### src/rtl/mybus_pkg.sv
// ============================================================================
// mybus_pkg : shared bus mode codes, read FSM states and defaults for mybus
// Rev 1.0
// ============================================================================
`default_nettype none

package mybus_pkg;

  typedef enum logic [2:0] {
    MODE_HWR     = 3'b000,
    MODE_HRD     = 3'b001,
    MODE_RDRESP  = 3'b010,
    MODE_VDOREQ  = 3'b011,
    MODE_VDO     = 3'b100,
    MODE_SMAPREQ = 3'b101,
    MODE_SMAP    = 3'b110,
    MODE_RSVD    = 3'b111
  } busMode_t;

  typedef enum logic [0:0] {
    ST_IDLE    = 1'b0,
    ST_WAIT_RD = 1'b1
  } rdState_t;

  localparam int c_RD_TIMEOUT_DEFAULT = 16;

  // Counter must be able to hold the timeout value itself without wrapping.
  function automatic int cntWidth(input int timeout);
    int w;
    w = $clog2(timeout + 1);
    return (w < 1) ? 1 : w;
  endfunction

endpackage

`default_nettype wire

### src/rtl/mybus_arbiter_rr.sv
// ============================================================================
// rr_arbiter3 : 3-requester round-robin arbiter, granted requester drops to
//               lowest priority when its grant is accepted
// Rev 1.0
// ============================================================================
`default_nettype none

module rr_arbiter3 (
  input  logic       clk,
  input  logic       rst,
  input  logic [2:0] i_req,
  input  logic       i_accept,
  output logic [2:0] o_grant
);

  logic [1:0] r_prio;
  logic [5:0] w_reqDbl;
  logic [2:0] w_rot;
  logic [2:0] w_rotGnt;
  logic [5:0] w_gntDbl;

  // Rotate so the highest-priority requester sits at bit 0, pick the lowest
  // set bit, then rotate the one-hot result back.
  assign w_reqDbl = {i_req, i_req};
  assign w_rot    = w_reqDbl[r_prio +: 3];
  assign w_rotGnt = w_rot & (~w_rot + 3'd1);
  assign w_gntDbl = {w_rotGnt, w_rotGnt} << r_prio;
  assign o_grant  = w_gntDbl[5:3];

  always_ff @(posedge clk) begin
    if (rst) begin
      r_prio <= 2'd0;
    end else if (i_accept) begin
      if (o_grant[0])      r_prio <= 2'd1;
      else if (o_grant[1]) r_prio <= 2'd2;
      else                 r_prio <= 2'd0;
    end
  end

endmodule

`default_nettype wire

### src/rtl/mybus_arbiter.sv
// ============================================================================
// mybus_arbiter : arbitrates host/video/smap commands onto mybus and tracks
//                 outstanding host reads with a response timeout
// Rev 1.0
// ============================================================================
`default_nettype none

module mybus_arbiter
  import mybus_pkg::*;
#(
  parameter int RD_TIMEOUT = c_RD_TIMEOUT_DEFAULT
) (
  input  logic       clk,
  input  logic       rst,
  input  logic       h_valid,
  output logic       h_ready,
  input  logic       h_write,
  input  logic [7:0] h_addr,
  input  logic [7:0] h_wdata,
  output logic       h_rvalid,
  output logic [7:0] h_rdata,
  output logic       h_rerr,
  input  logic       v_valid,
  output logic       v_ready,
  input  logic [7:0] v_addr,
  input  logic [7:0] v_data,
  input  logic       s_valid,
  output logic       s_ready,
  input  logic [7:0] s_addr,
  input  logic [7:0] s_data,
  output logic [2:0] bus_mode,
  output logic [7:0] bus_addr,
  output logic [7:0] bus_data,
  output logic       bus_sel,
  input  logic [2:0] bus_mode_in,
  input  logic [7:0] bus_data_in,
  input  logic       bus_sel_in,
  output logic       vdo_req_evt,
  output logic       smap_req_evt
);

  localparam int                 c_CNT_W   = cntWidth(RD_TIMEOUT);
  localparam logic [c_CNT_W-1:0] c_CNT_MAX = c_CNT_W'(RD_TIMEOUT);

  rdState_t           r_state;
  rdState_t           w_stateNext;
  logic [c_CNT_W-1:0] r_cnt;
  logic               w_rdMatch;
  logic               w_rdTimeout;
  logic [2:0]         w_req;
  logic [2:0]         w_grant;
  logic               w_accept;

  busMode_t           r_busMode;
  logic [7:0]         r_busAddr;
  logic [7:0]         r_busData;
  logic               r_busSel;
  logic               r_hRvalid;
  logic [7:0]         r_hRdata;
  logic               r_hRerr;
  logic               r_vdoEvt;
  logic               r_smapEvt;

  // Host is withheld while a read is outstanding; nothing is granted in reset.
  assign w_req    = {s_valid, v_valid, h_valid && (r_state == ST_IDLE)} & {3{~rst}};
  assign w_accept = |w_grant;

  rr_arbiter3 u_rr (
    .clk      (clk),
    .rst      (rst),
    .i_req    (w_req),
    .i_accept (w_accept),
    .o_grant  (w_grant)
  );

  assign h_ready = w_grant[0];
  assign v_ready = w_grant[1];
  assign s_ready = w_grant[2];

  always_ff @(posedge clk) begin
    if (rst) r_state <= ST_IDLE;
    else     r_state <= w_stateNext;
  end

  always_comb begin
    w_stateNext = r_state;
    w_rdMatch   = 1'b0;
    w_rdTimeout = 1'b0;
    case (r_state)
      ST_IDLE: begin
        if (w_grant[0] && !h_write) w_stateNext = ST_WAIT_RD;
      end
      ST_WAIT_RD: begin
        if (bus_sel_in && (bus_mode_in == MODE_RDRESP)) begin
          w_rdMatch   = 1'b1;
          w_stateNext = ST_IDLE;
        end else if (r_cnt == c_CNT_MAX) begin
          w_rdTimeout = 1'b1;
          w_stateNext = ST_IDLE;
        end
      end
      default: w_stateNext = ST_IDLE;
    endcase
  end

  always_ff @(posedge clk) begin
    if (rst || (r_state != ST_WAIT_RD) || (w_stateNext != ST_WAIT_RD)) r_cnt <= '0;
    else                                                              r_cnt <= r_cnt + c_CNT_W'(1);
  end

  always_ff @(posedge clk) begin
    if (rst) begin
      r_busMode <= MODE_HWR;
      r_busAddr <= '0;
      r_busData <= '0;
      r_busSel  <= 1'b0;
    end else begin
      r_busSel <= w_accept;
      if (w_grant[0]) begin
        r_busMode <= h_write ? MODE_HWR : MODE_HRD;
        r_busAddr <= h_addr;
        r_busData <= h_write ? h_wdata : 8'h00;
      end else if (w_grant[1]) begin
        r_busMode <= MODE_VDO;
        r_busAddr <= v_addr;
        r_busData <= v_data;
      end else if (w_grant[2]) begin
        r_busMode <= MODE_SMAP;
        r_busAddr <= s_addr;
        r_busData <= s_data;
      end
    end
  end

  always_ff @(posedge clk) begin
    if (rst) begin
      r_hRvalid <= 1'b0;
      r_hRdata  <= '0;
      r_hRerr   <= 1'b0;
      r_vdoEvt  <= 1'b0;
      r_smapEvt <= 1'b0;
    end else begin
      r_hRvalid <= w_rdMatch || w_rdTimeout;
      r_hRdata  <= w_rdMatch ? bus_data_in : 8'h00;
      r_hRerr   <= w_rdTimeout;
      r_vdoEvt  <= bus_sel_in && (bus_mode_in == MODE_VDOREQ);
      r_smapEvt <= bus_sel_in && (bus_mode_in == MODE_SMAPREQ);
    end
  end

  assign bus_mode     = r_busMode;
  assign bus_addr     = r_busAddr;
  assign bus_data     = r_busData;
  assign bus_sel      = r_busSel;
  assign h_rvalid     = r_hRvalid;
  assign h_rdata      = r_hRdata;
  assign h_rerr       = r_hRerr;
  assign vdo_req_evt  = r_vdoEvt;
  assign smap_req_evt = r_smapEvt;

endmodule

`default_nettype wire

### config.mk
export PLATFORM = sky130hd
export DESIGN_NAME = mybus_arbiter
export DESIGN_NICKNAME = d
export VERILOG_FILES = /design/src/rtl/mybus_pkg.sv /design/src/rtl/mybus_arbiter_rr.sv /design/src/rtl/mybus_arbiter.sv
export SDC_FILE = /design/constraint.sdc
export NUM_CORES = 1
export LEC_CHECK = 0
export ABC_AREA = 1
export CAP_MARGIN = 10
export CELL_PAD_IN_SITES_DETAIL_PLACEMENT = 1
export CELL_PAD_IN_SITES_GLOBAL_PLACEMENT = 2
export CORE_ASPECT_RATIO = 0.7
export CORE_MARGIN = 5
export CORE_UTILIZATION = 23
export DETAILED_ROUTE_END_ITERATION = 8
export GPL_TIMING_DRIVEN = 1
export PLACE_DENSITY_LB_ADDON = 0.05
export SYNTH_ARGS = -nofsm -noshare
export SYNTH_HDL_FRONTEND = slang
export SYNTH_SLANG_ARGS = --single-unit
### constraint.sdc
create_clock -name clk -period 4.4 [get_ports clk]
set_clock_uncertainty 0.05 [all_clocks]
set_input_delay 0.66 -clock clk [delete_from_list [all_inputs] [get_ports clk]]
set_output_delay 0.66 -clock clk [all_outputs]
set_load 0.005 [all_outputs]
==> metrics.md, run 1 <==
| Metric | Value |
|---|---|
| Setup WS pre-CTS | 0.869 ns |
| Critical Path Sink Type | output pin |
| Clk_lat worst skew | around 0.29 ns |
| Sequential element share of the synthesized area | 35.2% |
| Area share of the largest cell type after synthesis | 35.2% |
| Synth top cells by count | 80 x nand2_1, 55 x nand3_1, 40 x dfxtp_1 |
| CP required | ~3.7 ns |
| Vias/cell | 4.32 |
| Max VDD drop | about 210 µV |
| Kind of critical path | in2out |
| Net Count, Synth | 397 |
| RSZ-0062 raised after global routing | false |
| Post-synth EDFFs | 0 |
| Synth Instances | 329 |
| CTS buffer count | 5 |
| Initial antenna violation count | 0 |
| Hold_buf cts | 0 |
| Root buffer cell | clkbuf_16 |
| Cells after DPL | 546 |
| Non-Filler Instances | approximately 550 |
| Mapped Area | 2280 µm² |
| Area leader, netlist | dfxtp_1 |
| Final core utilization | a little over a third |
| Most frequent cell after synthesis | nand2_1 |
| Final min period | 3.53 ns |
| Hold Path Class | reg2reg |
| Pwr Density | 642 nW/µm² |
| Final WL | 8.13 mm |
| Mapped Avg Cell Area | 6.92 µm² |
| Core area | 9680 µm² |
| Setup TNS Final | 0 ns |
| Max Clk Rate | 284 MHz |
| Final Hold Viols | 0 |
| TritonRoute pass-1 iters | 4 |
| CTS max path bufs | 2 |
| Total number of vias | around 2400 |
| Post-CTS Setup Bufs | 0 |
| Starting density of the core | a little under a quarter |
| CP max FO | 19 |
| Clock tree from TritonCTS | yes |
| Number of I/O port buffers | 100 |
| # DRC | 0 |
| Clock transition at path regs | 0.06 ns |
| GPL Wtd Cong | 0.796 |
| P_leak | 1.52 nW |
| Main synth FF type | dfxtp_1 |
| CP Launch Type | input port |
| Period utilization | 80.1% |
| Global Route Usage Sum | 13.6% |
| Synth warn | 0 |
| Largest net degree at the start of global routing | 26 |
| Status | complete, no violations |
| Die width | 129 µm |
| DIE HEIGHT | 93.3 µm |
| Fin. max-slew vios | 0 |
| Cell variety after synth | 28 |
| First-pass GRT wire length | 12.8 mm |
| Area grow syn2layout | 53.6% |
| Site Rows | 30 |
| Max-cap violations | 0 |
| Clock Sinks | 40 |
| CP Data Arrival Time | 2.82 ns |
| Final WS setup | 0.874 ns |
| CTS resizes | 0 |
| Final setup violation count | 0 |
| Number of DRC markers in iteration 0 | 77 |
| Synth top area cells | dfxtp_1 35%, nand2_1 13%, nand3_1 12%, nor2_1 5.9%, inv_1 5.6% |
| Worst slew margin | between 50% and 60% |
| H-tree Lvls | 2 |
| Async SR Flop Fraction | 0% |
| Layout cells sized above 1 | 13.4% |
| Global route overflow | 0 |
| Hold slack | 0.416 ns |
| I/O pin cnt | 101 |
| Fill count | 1188 |
| Antenna Nets Post-Route | 0 |
| Detailed Place HPWL | 6.25 mm |
| Final #Nets | ~490 |
| Vias in the first global route | between 2000 and 2500 |
| Antenna diodes | 0 |
| Measured slew at the worst slew-check pin | 0.648 ns |
| Synth Register Bits | 40 |
| Die area | 12000 µm² |
| Wirelength per Cell | 14.7 µm |
==> sequential cells by signal, summed over array words and instances (netlist names), 2 cells and up <==
signal / flops
u_rr.r_prio: 2
bus_addr: 8
bus_data: 8
bus_mode: 3
r_cnt: 5
h_rdata: 8
==> final cells by class <==
type	instances	area (µm²)	share of cell area (%)
Multi-Input combinational cell	237	1210	34.7
Timing Repair Buffer	103	1020	29.3
Sequential cell	40	801	22.9
Tap cell	128	160	4.58
Inverter	38	150	4.29
Clock buffer	6	139	3.97
Clock inverter	2	10.0	0.286
==> path summary, 6_finish.rpt <==
path	start	end	slack (ns)	cells past startpoint
setup / recovery	rst	v_ready	0.87	6
hold / removal	r_cnt[0]	r_cnt[0]	0.42	1
setup reg to reg	u_rr.r_prio[0]	bus_data[2]	1.80	11
hold reg to reg	r_cnt[0]	r_cnt[0]	0.42	1
==> per-layer routing <==
metal	wire, µm	global-route usage, %
met1	4180	19.1
met2	3330	20.3
met3	568	4.39
met4	51	2.88
met5	0	0
==> power breakdown <==
part | switching, W | leakage [nW] | internal, W
Sequential | 0.0000629 | 0.328 | 0.000454
Combinational | 0.000820 | 1.11 | 0.000534
Clock | 0.000153 | 0.0766 | 0.000224
Total | 0.00104 | 1.52 | 0.00121
==> placed cells by master (no fill, tap or decap), drive strengths merged <==
master         Yosys  routed
dfxtp             40      40
or2                1       1
clkdlybuf4s50      0     100
nand4              3       3
nand3             64      64
clkinv             0       2
nand2             93      93
nor3               4       4
buf               11       3
inv               38      38
nor2              54      54
ha                 2       2
o2111ai            1       1
o21ai              1       1
xor2               2       2
clkbuf             3       6
a21oi             12      12
==> through the flow <==
step           cell area (µm²)  total power [W]
2_1_floorplan             2280          0.00149
3_3_place_gp              3350          0.00190
3_5_place_dp              3350          0.00190
4_1_cts                   3500          0.00230
5_1_grt                   3500          0.00247
6_report                  3500          0.00225
==> kinds of logic (layout without fill, tap and decap cells) <==
group | after synthesis | in the layout | share of synthesized area (%)
DFF | 40 | 40 | 35.2
and+or+nand+nor | 219 | 219 | 48.0
xor gates and xnor gates | 2 | 2 | 0.769
adders and majority gates | 2 | 2 | 1.10
buffers and inverters | 52 | 149 | 11.5
AOI/OAI and AO/OA | 14 | 14 | 3.52
==> worst max-delay path, cell delays in order <==
cell	delay [ns]
clkdlybuf4s50_1	0.52
inv_2	0.23
nand2_1	0.12
o2111ai_2	0.55
nand2_8	0.22
clkdlybuf4s50_1	0.50
Note: power is estimated with default switching activity, not from simulation.
==> inputs of run 2 (changes only) <==
Settings changed: CORE_UTILIZATION 23 to 19.
Clock period 4.4 ns to 2.87 ns, I/O delays scaled along.
==> metrics.md, run 2 (synthesis results as in run 1) <==
| Metric | Value |
|---|---|
| Starting density of the core | 19.4% |
| Measured slew at the worst slew-check pin | about 0.45 ns |
| Internal | 0.00194 W |
| Largest net degree at the start of global routing | 20 |
| Max VDD drop | 270 µV |
| Setup TNS Final | 0 ns |
| Detailed Place HPWL | ~6.8 mm |
| Max Clk Rate | around 370 MHz |
| Period utilization | 94.7% |
| CP max FO | 3 |
| Crit-path cells | clkdlybuf4s50_1 > nand3_1 > nand2_1 > nand2_1 > nand2_2 > nand4_1 > nand3_2 > nand2_2 > inv_1 > clkdlybuf4s50_1 |
| Slowest-stage cell, CP | clkdlybuf4s50_1 |
| Vias/cell | approximately 4.1 |
| Max-cap violations | 0 |
| Clock tree from TritonCTS | yes |
| Kind of critical path | in2out |
| Final WL | 8.81 mm |
| Placed Area | 3460 µm² |
| Layout cells sized above 1 | 16.7% |
| Final setup violation count | 0 |
| Cells after DPL | 585 |
| NetSw | approximately 0.0016 W |
| Global route overflow | 0 |
| Final Hold Viols | 0 |
| Hold_buf cts | 0 |
| Clk_lat worst skew | 0.28 ns |
| Site Rows | 33 |
| Final min period | 2.72 ns |
| Area grow syn2layout | 60.1% |
| I/O pin cnt | between 100 and 150 |
| DIE HEIGHT | between 100 and 150 µm |
| First-pass GRT wire length | 14.1 mm |
| Vias in the first global route | 2651 |
| Seq pwr share | 22.1% |
| Clock Sinks | 40 |
| Switching Fraction | 45.8% |
| Fin. max-slew vios | 0 |
| Hold Path Class | reg2reg |
| # DRC | 0 |
| Clock transition at path regs | 0.06 ns |
| Total number of vias | 2414 |
| Non-Filler Instances | 594 |
| Register Area | 801 µm² |
| Hold slack | 0.421 ns |
| CTS buffer count | 5 |
| GPL Wtd Cong | 0.741 |
| RSZ-0062 raised after global routing | false |
| Antenna diodes | 0 |
| Die area | 14300 µm² |
| Initial antenna violation count | 0 |
| P_leak | 1.58 nW |
| Root buffer cell | clkbuf_16 |
| CTS max path bufs | 2 |
| Core area | 11700 µm² |
| Global Route Usage Sum | 12.6% |
| CP Data Arrival Time | 2.24 ns |
| H-tree Lvls | 2 |
| Multi-input gate area | around 1200 µm² |
| Clock power frac | 16.0% |
| Final instance area | around 3600 µm² |
| Commonest non-fill, non-tap cell in the layout | clkdlybuf4s50_1 |
| CP required | approximately 2.4 ns |
| Antenna Nets Post-Route | 0 |
| Status | complete, no violations |
| Number of DRC markers in iteration 0 | around 120 |
| Max stage delay on crit path | 0.51 ns |
| CP Launch Type | input port |
| Fill count | 1445 |
| Worst slew margin | 69.8% |
| Critical Path Sink Type | output pin |
| Reg2Reg Depth | 10 |
| Die width | 141 µm |
| Number of I/O port buffers | 100 |
| Pwr Density | 982 nW/µm² |
| Wirelength per Cell | between 10 and 15 µm |
| TritonRoute pass-1 iters | 4 |
| Final #Nets | roughly 500 |
| Power Total | 0.00358 W |
| Combinational power share | approximately three fifths |
| Hold depth | 1 |
| Commonest non-fill, non-tap cells in the layout | 99 x clkdlybuf4s50_1, 78 x nand2_1, 52 x nand3_1, 40 x dfxtp_1, 36 x nor2_1 |
[run 2: changes by cell type in the layout (fill, tap and decap cells not counted), sizes merged]
| cell | change |
|---|---|
| dlymetal6s2s | +1 |
| clkdlybuf4s50 | -1 |
| buf | +11 |
[run 2: routing by layer]
metal | vias up | global-route usage, % | part of all wire, %
met1 | 1105 | 17.1 | 51
li1 | 1247 | - | -
met3 | 5 | 4.29 | 6.0
met2 | 57 | 19.6 | 43
met4 | 0 | 2.46 | 0.62
met5 | - | 0 | 0
[run 2: repair_timing]
| action | in CTS | in global routing |
|---|---|---|
| resized for setup | 0 | 7 |
| buffers inserted | 0 | 1 |
| endpoints found under the setup margin | 0 | 2 |
[run 2: final cells by class]
cell class,instances,share of cell area [%]
repair buffers,114,30.4
clock buffers,6,3.81
inverters,38,4.12
clock inverters,2,0.275
multi-input cells,237,34.0
flip-flops and latches,40,22.0
well taps,157,5.39
[run 2: power by group through the flow]
| stage | combinational, W | clock (W) | sequential (W) |
|---|---|---|---|
| final | 0.00221 | 0.000574 | 0.000791 |
| after global routing | 0.00251 | 0.000626 | 0.000811 |
| after CTS | 0.00226 | 0.000606 | 0.000794 |
| after detailed placement | 0.00225 | 0 | 0.000805 |
| after global placement | 0.00224 | 0 | 0.000806 |
| after floorplan | 0.00151 | 0 | 0.000776 |
[run 2: path summary, 6_finish.rpt]
kind	from	to	slack (ns)
setup / recovery	s_valid	s_ready	0.15
hold / removal	r_cnt[0]	r_cnt[0]	0.42
setup reg to reg	u_rr.r_prio[1]	bus_mode[2]	0.54
hold reg to reg	r_cnt[0]	r_cnt[0]	0.42
[run 2: per-stage QoR]
step	util [%]	setup slack [ns]
floorplan	-	1.03
global placement	29.5	0.0468
detailed placement	29.5	0.0293
CTS	30.8	0.0481
global route	31.1	0.0241
finish	31.1	0.153
[run 2: worst max-delay path: cells and delay by family]
kind          cells  cell delay [ns]
buf+inv           3             1.07
simple gates      7             0.72
==> inputs of run 3 (changes only) <==
Settings changed: MAX_ROUTING_LAYER set to met4.
==> metrics.md, run 3 (synthesis results as in run 1) <==
| Metric | Value |
|---|---|
| Status | complete, no violations |
| GPL Wtd Cong | 0.750 |
| Worst slew margin | 69.9% |
| Internal | 0.00194 W |
| Clk_lat worst skew | approximately 0.28 ns |
| Commonest non-fill, non-tap cells in the layout | 99 x clkdlybuf4s50_1, 78 x nand2_1, 52 x nand3_1, 40 x dfxtp_1, 36 x nor2_1 |
| Final #Nets | 504 |
| Number of I/O port buffers | 100 |
| Measured slew at the worst slew-check pin | 0.451 ns |
| Site Rows | 33 |
| Power Total | 0.00358 W |
| Root buffer cell | clkbuf_16 |
| Period utilization | 94.7% |
| Fin. max-slew vios | 0 |
| Global route overflow | 0 |
| Reg2Reg Depth | 10 |
| Final core utilization | 31.1% |
| TritonRoute pass-1 iters | 4 |
| Final instance area | 3640 µm² |
| Area grow syn2layout | 60.1% |
| Placed Area | roughly 3500 µm² |
| Die area | 14300 µm² |
| Largest net degree at the start of global routing | 20 |
| Die width | 141 µm |
| Initial antenna violation count | 0 |
| Clock tree from TritonCTS | yes |
| Kind of critical path | in2out |
| Pwr Density | 981 nW/µm² |
| Combinational power share | 61.9% |
| Antenna Nets Post-Route | 0 |
| CTS buffer count | 5 |
| Setup TNS Final | 0 ns |
| Max-cap violations | 0 |
| # DRC | 0 |
| Detailed Place HPWL | roughly 6.8 mm |
| I/O pin cnt | between 100 and 150 |
| CP max FO | 3 |
| Clock Sinks | 40 |
| Switching Fraction | 45.8% |
| CTS max path bufs | 2 |
| Final min period | 2.72 ns |
| Hold depth | 1 |
| Antenna diodes | 0 |
| Wirelength per Cell | 14.8 µm |
| Clock power frac | 16.0% |
| Final WL | 8.80 mm |
| Number of DRC markers in iteration 0 | 104 |
| Starting density of the core | 19.4% |
| Critical Path Sink Type | output pin |
| DIE HEIGHT | just over 100 µm |
| First-pass GRT wire length | ~14 mm |
| Commonest non-fill, non-tap cell in the layout | clkdlybuf4s50_1 |
| CP required | between 2 and 2.5 ns |
| Clock transition at path regs | 0.06 ns |
| Final setup violation count | 0 |
| Final Hold Viols | 0 |
| Max Clk Rate | 368 MHz |
| Core area | 11700 µm² |
| H-tree Lvls | 2 |
| CP Launch Type | input port |
| Layout cells sized above 1 | 16.7% |
| Seq pwr share | 22.1% |
| Vias/cell | roughly 4 |
| Total number of vias | 2417 |
| NetSw | 0.00164 W |
| CP Data Arrival Time | 2.24 ns |
| Max VDD drop | 270 µV |
| RSZ-0062 raised after global routing | false |
| Hold Path Class | reg2reg |
| Vias in the first global route | roughly 2700 |
| P_leak | 1.58 nW |
| Global Route Usage Sum | 13.0% |
run 3: path summary, 6_finish.rpt:
path / from / to / slack (ns)
worst max-delay path: s_valid / s_ready / 0.15
worst min-delay path: r_cnt[0] / r_cnt[0] / 0.42
worst max register to register: u_rr.r_prio[1] / bus_mode[2] / 0.54
worst min register to register: r_cnt[0] / r_cnt[0] / 0.42
run 3: per-layer routing:
layer | share of wire, % | global-route usage [%]
met1 | 51 | 17.3
met2 | 43 | 19.6
met3 | 5.2 | 3.78
met4 | 0.62 | 2.46
met5 | 0 | -
run 3: area by class of cell:
type | instances | area [µm²]
Clock buffer | 6 | 139
Clock inverter | 2 | 10.0
Fill cell | 1445 | 8080
Inverter | 38 | 150
Multi-Input combinational cell | 237 | 1240
Sequential cell | 40 | 801
Tap cell | 157 | 196
Timing Repair Buffer | 114 | 1110
run 3: stage by stage:
stage | instances | setup slack, ns | hold WS, ns
finish | 594 | 0.153 | 0.421
global route | 594 | 0.0241 | 0.453
CTS | 593 | 0.0481 | 0.420
detailed placement | 585 | 0.0293 | 0.404
global placement | 585 | 0.0468 | 0.399
floorplan | 329 | 1.03 | 0.380
run 3: power by group through the flow:
stage / clock, W / combinational, W / sequential, W
2_1_floorplan: 0 / 0.00151 / 0.000776
3_3_place_gp: 0 / 0.00224 / 0.000806
3_5_place_dp: 0 / 0.00225 / 0.000805
4_1_cts: 0.000606 / 0.00226 / 0.000794
5_1_grt: 0.000624 / 0.00251 / 0.000811
6_report: 0.000571 / 0.00221 / 0.000791
run 3: worst max-delay path, cell delays in order:
cell             delay, ns
clkdlybuf4s50_1       0.51
nand3_1               0.13
nand2_1               0.10
nand2_1               0.07
nand2_2               0.10
nand4_1               0.15
nand3_2               0.11
nand2_2               0.06
inv_1                 0.07
clkdlybuf4s50_1       0.49
run 3: what timing repair did:
item,CTS,global route
hold buffers,0,0
endpoints found under the setup margin,0,2
buffers inserted,0,1
gates resized for setup,0,7
